--- src/rtl/plot_sink_if.sv ---
// Pixel-stream beat plus framebuffer write port for the plot sink.
// master = painter/framebuffer side, slave = plot_sink.
interface plot_sink_if;
    logic        plot;
    logic [8:0]  x;
    logic [6:0]  y;
    logic [2:0]  colour;
    logic        mem_we;
    logic [14:0] mem_addr;
    logic [2:0]  mem_wdata;
    logic        mem_ready;

    modport master (
        output plot, x, y, colour, mem_ready,
        input  mem_we, mem_addr, mem_wdata
    );

    modport slave (
        input  plot, x, y, colour, mem_ready,
        output mem_we, mem_addr, mem_wdata
    );
endinterface

--- src/rtl/plot_sink.sv ---
// Clips painter pixels, queues them and drains them into a stallable framebuffer port.
// Define PLOT_SINK_STATS_EN to build the saturating FIFO-full drop counter.
module plot_sink #(
    parameter int unsigned WIDTH      = 160,
    parameter int unsigned HEIGHT     = 120,
    parameter int unsigned FIFO_DEPTH = 8
) (
    input  logic             CLOCK_50,
    input  logic             resetn,
    plot_sink_if.slave       bus,
    input  logic             tick_in,
    output logic             frame_commit,
    output logic             overflow,
    output logic             busy,
    output logic [7:0]       drop_count
);

    localparam int unsigned AW     = (FIFO_DEPTH > 1) ? $clog2(FIFO_DEPTH) : 1;
    localparam int unsigned ADDR_W = 15;
    localparam int unsigned ENTRY_W = ADDR_W + 3;

    typedef enum logic [0:0] {StIdle, StWrite} state_e;

    state_e              state_q, state_d;
    logic [AW:0]         wr_ptr_q, rd_ptr_q;
    logic [ENTRY_W-1:0]  fifo_mem_q [FIFO_DEPTH];
    logic [ENTRY_W-1:0]  head;
    logic                fifo_empty, fifo_full;
    logic                in_range, push, drop, pop;
    logic [ADDR_W-1:0]   pix_addr;
    logic [ADDR_W-1:0]   addr_q, addr_d;
    logic [2:0]          wdata_q, wdata_d;
    logic                tick_q, tick_toggle;
    logic                commit_pending_q, commit_pending_d;
    logic                commit_fire;
    logic                frame_commit_q;
    logic                overflow_q;

    // ------------------------------------------------------------------
    // Clip and address
    // ------------------------------------------------------------------
    assign in_range = (32'(bus.x) < WIDTH) && (32'(bus.y) < HEIGHT);

    if (WIDTH == 160) begin : g_addr_shift
        // y*160 = y*128 + y*32
        assign pix_addr = ADDR_W'({bus.y, 7'b0}) + ADDR_W'({bus.y, 5'b0}) + ADDR_W'(bus.x);
    end else begin : g_addr_mul
        assign pix_addr = ADDR_W'((32'(bus.y) * WIDTH) + 32'(bus.x));
    end

    // ------------------------------------------------------------------
    // Pixel FIFO
    // ------------------------------------------------------------------
    assign fifo_empty = (wr_ptr_q == rd_ptr_q);
    assign fifo_full  = (wr_ptr_q[AW] != rd_ptr_q[AW]) &&
                        (wr_ptr_q[AW-1:0] == rd_ptr_q[AW-1:0]);

    // Full is judged on the registered pointers, so a same-cycle pop never makes room.
    assign push = bus.plot && in_range && !fifo_full;
    assign drop = bus.plot && in_range && fifo_full;
    assign head = fifo_mem_q[rd_ptr_q[AW-1:0]];

    always_ff @(posedge CLOCK_50) begin
        if (push) begin
            fifo_mem_q[wr_ptr_q[AW-1:0]] <= {bus.colour, pix_addr};
        end
    end

    always_ff @(posedge CLOCK_50 or negedge resetn) begin
        if (!resetn) begin
            wr_ptr_q <= '0;
            rd_ptr_q <= '0;
        end else begin
            if (push) begin
                wr_ptr_q <= wr_ptr_q + (AW+1)'(1);
            end
            if (pop) begin
                rd_ptr_q <= rd_ptr_q + (AW+1)'(1);
            end
        end
    end

    // ------------------------------------------------------------------
    // Write FSM
    // ------------------------------------------------------------------
    always_comb begin
        state_d = state_q;
        pop     = 1'b0;
        addr_d  = addr_q;
        wdata_d = wdata_q;
        unique case (state_q)
            StIdle: begin
                if (!fifo_empty) begin
                    pop     = 1'b1;
                    state_d = StWrite;
                end
            end
            StWrite: begin
                if (bus.mem_ready) begin
                    if (!fifo_empty) begin
                        pop = 1'b1;
                    end else begin
                        state_d = StIdle;
                    end
                end
            end
            default: state_d = StIdle;
        endcase
        if (pop) begin
            addr_d  = head[ADDR_W-1:0];
            wdata_d = head[ENTRY_W-1:ADDR_W];
        end
    end

    always_ff @(posedge CLOCK_50 or negedge resetn) begin
        if (!resetn) begin
            state_q <= StIdle;
            addr_q  <= '0;
            wdata_q <= '0;
        end else begin
            state_q <= state_d;
            addr_q  <= addr_d;
            wdata_q <= wdata_d;
        end
    end

    assign bus.mem_we    = (state_q == StWrite);
    assign bus.mem_addr  = addr_q;
    assign bus.mem_wdata = wdata_q;

    // ------------------------------------------------------------------
    // Frame commit
    // ------------------------------------------------------------------
    assign tick_toggle = tick_in ^ tick_q;
    // Fires only once everything queued ahead of (and after) the toggle has been written.
    assign commit_fire = commit_pending_q && fifo_empty && (state_q == StIdle);

    always_comb begin
        commit_pending_d = commit_pending_q;
        if (commit_fire) begin
            commit_pending_d = 1'b0;
        end
        if (tick_toggle) begin
            commit_pending_d = 1'b1;
        end
    end

    always_ff @(posedge CLOCK_50 or negedge resetn) begin
        if (!resetn) begin
            tick_q           <= 1'b0;
            commit_pending_q <= 1'b0;
            frame_commit_q   <= 1'b0;
            overflow_q       <= 1'b0;
        end else begin
            tick_q           <= tick_in;
            commit_pending_q <= commit_pending_d;
            frame_commit_q   <= commit_fire;
            overflow_q       <= overflow_q | drop;
        end
    end

    assign frame_commit = frame_commit_q;
    assign overflow     = overflow_q;
    assign busy         = !fifo_empty || (state_q == StWrite);

    // ------------------------------------------------------------------
    // Optional drop statistics
    // ------------------------------------------------------------------
`ifdef PLOT_SINK_STATS_EN
    logic [7:0] drop_count_q;

    always_ff @(posedge CLOCK_50 or negedge resetn) begin
        if (!resetn) begin
            drop_count_q <= 8'd0;
        end else if (drop && (drop_count_q != 8'hff)) begin
            drop_count_q <= drop_count_q + 8'd1;
        end
    end

    assign drop_count = drop_count_q;
`else
    assign drop_count = 8'd0;
`endif

endmodule

--- src/flat_wrapper.sv ---
// flat-port wrapper written by rule: the top's interface ports become plain ports
module plot_sink_flat 
#(
    parameter int unsigned WIDTH      = 160,
    parameter int unsigned HEIGHT     = 120,
    parameter int unsigned FIFO_DEPTH = 8
)
  (CLOCK_50, resetn, tick_in, frame_commit, overflow, busy, drop_count, bus_plot, bus_x, bus_y, bus_colour, bus_mem_ready, bus_mem_we, bus_mem_addr, bus_mem_wdata);
  plot_sink_if bus_i ();
  input  logic CLOCK_50;
  input  logic resetn;
  input  logic tick_in;
  output logic frame_commit;
  output logic overflow;
  output logic busy;
  output logic [7:0] drop_count;
  input wire logic [$bits(bus_i.plot)-1:0] bus_plot;
  input wire logic [$bits(bus_i.x)-1:0] bus_x;
  input wire logic [$bits(bus_i.y)-1:0] bus_y;
  input wire logic [$bits(bus_i.colour)-1:0] bus_colour;
  input wire logic [$bits(bus_i.mem_ready)-1:0] bus_mem_ready;
  output wire logic [$bits(bus_i.mem_we)-1:0] bus_mem_we;
  output wire logic [$bits(bus_i.mem_addr)-1:0] bus_mem_addr;
  output wire logic [$bits(bus_i.mem_wdata)-1:0] bus_mem_wdata;
  assign bus_i.plot = bus_plot;
  assign bus_i.x = bus_x;
  assign bus_i.y = bus_y;
  assign bus_i.colour = bus_colour;
  assign bus_i.mem_ready = bus_mem_ready;
  assign bus_mem_we = bus_i.mem_we;
  assign bus_mem_addr = bus_i.mem_addr;
  assign bus_mem_wdata = bus_i.mem_wdata;
  plot_sink #(.WIDTH(WIDTH), .HEIGHT(HEIGHT), .FIFO_DEPTH(FIFO_DEPTH)) u_core (.CLOCK_50(CLOCK_50), .resetn(resetn), .bus(bus_i), .tick_in(tick_in), .frame_commit(frame_commit), .overflow(overflow), .busy(busy), .drop_count(drop_count));
endmodule
--- config.mk ---
export PLATFORM = sky130hd
export DESIGN_NAME = plot_sink_flat
export DESIGN_NICKNAME = d
export VERILOG_FILES = /design/src/rtl/plot_sink_if.sv /design/src/rtl/plot_sink.sv /design/src/flat_wrapper.sv
export SDC_FILE = /design/constraint.sdc
export NUM_CORES = 1
export LEC_CHECK = 0
export ABC_AREA = 1
export CORE_ASPECT_RATIO = 0.9
export CORE_MARGIN = 2
export CORE_UTILIZATION = 45
export DETAILED_ROUTE_END_ITERATION = 10
export GPL_TIMING_DRIVEN = 0
export REMOVE_ABC_BUFFERS = 1
export SLEW_MARGIN = 0
export SYNTH_ARGS = -nofsm -noshare
export SYNTH_HDL_FRONTEND = slang
export SYNTH_SLANG_ARGS = --single-unit
--- constraint.sdc ---
create_clock -name CLOCK_50 -period 2.5 [get_ports CLOCK_50]
set_input_delay 0.25 -clock CLOCK_50 [delete_from_list [all_inputs] [get_ports CLOCK_50]]
set_output_delay 0.25 -clock CLOCK_50 [all_outputs]
set_load 0.05 [all_outputs]
==> flow_summary.json <==
{
  "synth_edf_count": 144,
  "synth_top_family_by_area": "simple AND/OR/NAND/NOR gates",
  "place_inst": 950,
  "final_hold_viol_count": 0,
  "ys_seq_area_frac": 0.6671,
  "post-place-ws_ps": -1185,
  "p_per_area_nw_per_um2": 1125,
  "grt_pass1_wl_um": 26130,
  "drive_above_1_share": 0.1031,
  "cap_violations": 0,
  "report.final.slew_viol_count": 0,
  "grt_max_degree": 74,
  "io_pins": 54,
  "layout.nets": 814,
  "fmax_ghz": 0.4145,
  "crit_arrival_ps": 2540,
  "cts_made_buffers": 17,
  "grt_pass1_vias": 4911,
  "path_clk_slew_ps": 70,
  "coreArea_um2": 16780,
  "dpl_cell_area_um2": 8396,
  "status": "complete, no violations",
  "syn_area_per_cell_um2": 10.65,
  "diodes": 0,
  "ys_ff_latch": 175,
  "worst-path-max-fanout": 38,
  "fin_ws_ps": 87.56,
  "pwr-share-seq": 0.378,
  "drc": 0,
  "async_reset_ff_frac": 0.1771,
  "ys.warnings.count": 0,
  "hpwl_um": 9730,
  "synth.largest_area_cell": "edfxtp_1",
  "yosys-mux-area-fraction": 0,
  "ant_nets": 0,
  "fin_crit_ps": 2412,
  "p_int_mw": 6.382,
  "p_sw_frac": 0.3868,
  "crit_type": "reg -> reg",
  "synth_cell_types": 26,
  "antenna_found_initial": 0,
  "synth_top_area_frac": 0.5656,
  "setup_tns_ps": 0,
  "final_util": 0.5515,
  "yosys.area_share.adder": 0.03077,
  "min_period_over_period": 0.9650,
  "die_width_um": 141.4,
  "rsz0062_at_grt": "false",
  "fp.dieH_um": 127.7,
  "grtUsageTotal": 0.1935,
  "switchingPower_mw": 4.025,
  "startpoint_type": "register",
  "port-buffer-count": 45,
  "num_vias": 5114,
  "fin_worst_skew_ps": 9.558,
  "synth.most_common_cell": "nand2_1",
  "clock_power_share": 0.259,
  "syn_inst": 718,
  "total_power_mw": 10.41,
  "die_area_um2": 18050,
  "cp-end-kind": "register",
  "ys.flop_type": "edfxtp_1",
  "gp_congestion": 0.7849,
  "setup_viol": 0,
  "pwr-share-comb": 0.363,
  "cts_tree": "built",
  "slew_headroom": 0.4506,
  "netlist_top_cells_count": "nand2_1, edfxtp_1, nand3_1, dfrtp_1, inv_1",
  "num_rows": 45,
  "initial_utilization": 0.4556,
  "postLayoutCellArea_um2": 9254,
  "clock_latency_ps": 430,
  "synthSimpleGateAreaFrac": 0.2355,
  "post_drt_wl_per_cell_um": 16.84,
  "crit_required_ps": 2630,
  "whs_ps": 319.6,
  "synth_area_leaders": "edfxtp_1, nand2_1, dfrtp_1",
  "area_growth_pct": 21.05,
  "h-tree-depth": 4,
  "synthXorXnorAreaFrac": 0.01146,
  "clockBufferDepth": 2,
  "reg2reg_depth": 8,
  "worst_hold_path_type": "in -> reg",
  "cts.sinks": 175,
  "tightestPinTransition_ps": 821.1,
  "drt-pass1-iter-count": 8,
  "overflow": 0,
  "p_leak_nw": 3.742,
  "seq_area_um2": 5106,
  "synth_compound_area_frac": 0.007856,
  "wl_um": 16790,
  "multi_input_area_um2": 2302,
  "root_buffer": "clkbuf_16",
  "drt_iter0_drc": 391,
  "via_per_inst": 5.129,
  "peakVddDrop_uv": 607.2,
  "whs_path_depth": 1,
  "syn_area_um2": 7645,
  "fin_cells": 997,
  "num-fill-cells": 1407
}
-- state kept, by name, indices dropped and copies added (netlist names) --
name                     flops
u_core.bus.mem_we            1
u_core.commit_pending_q      1
u_core.bus.mem_addr         15
u_core.bus.mem_wdata         3
u_core.fifo_mem_q          144
u_core.overflow              1
u_core.wr_ptr_q              4
u_core.tick_q                1
u_core.rd_ptr_q              4
u_core.frame_commit          1
-- worst paths after layout --
check	startpoint	endpoint	slack [ps]
worst max register to register	u_core.rd_ptr_q[1]	u_core.fifo_mem_q[4][5]	90
max in group asynchronous	resetn	u_core.rd_ptr_q[2]	1470
min in group asynchronous	resetn	u_core.bus.mem_addr[4]	440
worst max-delay path	u_core.rd_ptr_q[1]	u_core.fifo_mem_q[4][5]	90
worst min-delay path	tick_in	u_core.tick_q	320
worst min register to register	u_core.overflow	u_core.overflow	470
-- power groups by stage --
stage	clock network [mW]	registers (mW)	logic (mW)
finish	2.69	3.93	3.78
floorplan	0	4.51	1.85
detailed placement	0	4.00	3.62
global route	2.85	3.98	4.22
CTS	2.72	3.96	3.71
global placement	0	4.18	3.29
-- placed cells by master (no fill, tap or decap), types with 5 or more instances in the layout --
cell,count
buf_16,5
xor2_1,6
inv_1,31
dfrtp_1,28
clkdlybuf4s50_1,43
nand2_1,282
clkbuf_16,17
nor2_1,8
a21oi_1,5
buf_4,10
nor2_4,11
edfxtp_1,144
buf_12,5
conb_1,8
nand3_1,120
ha_1,14
-- final cells by class --
cell class,instances,area share
sequential,175,0.5518
timing repair buffer,70,0.08897
multi-input combinational,475,0.2488
inverter,34,0.01663
tap,211,0.02853
clock buffer,20,0.04827
clock inverter,12,0.01704
-- critical path, stage by stage (launching register included) --
cell and delay, ps:
dfrtp_2 530, buf_12 280, inv_16 120, nand2_1 90
nand2_1 60, nand4_1 290, nand3_2 270, nor2_4 270
buf_16 180
-- routing by layer --
layer,global-route usage,vias to the layer above,share of wire
li1,-,2499,-
met1,0.2492,2455,0.44
met2,0.3278,141,0.50
met3,0.03623,19,0.045
met4,0.07529,0,0.015
met5,0,-,0
-- cell families (layout without fill, tap and decap cells) --
| group | count (synthesis) | count (layout) |
|---|---|---|
| compound gates | 10 | 10 |
| flops | 175 | 175 |
| buf+inv | 75 | 136 |
| xor+xnor | 10 | 10 |
| simple gates | 430 | 430 |
| fa+ha+maj | 17 | 17 |
| other cells | 1 | 8 |
-- what timing repair did --
item / in CTS / in global routing
endpoints found under the hold margin: 31 / 0
pin swaps: 6 / 3
resized for setup: 22 / 8
hold buffers: 1 / 0
buffers inserted: 10 / 4
endpoints found under the setup margin: 179 / 48
Power figures use the tool's default switching activity.
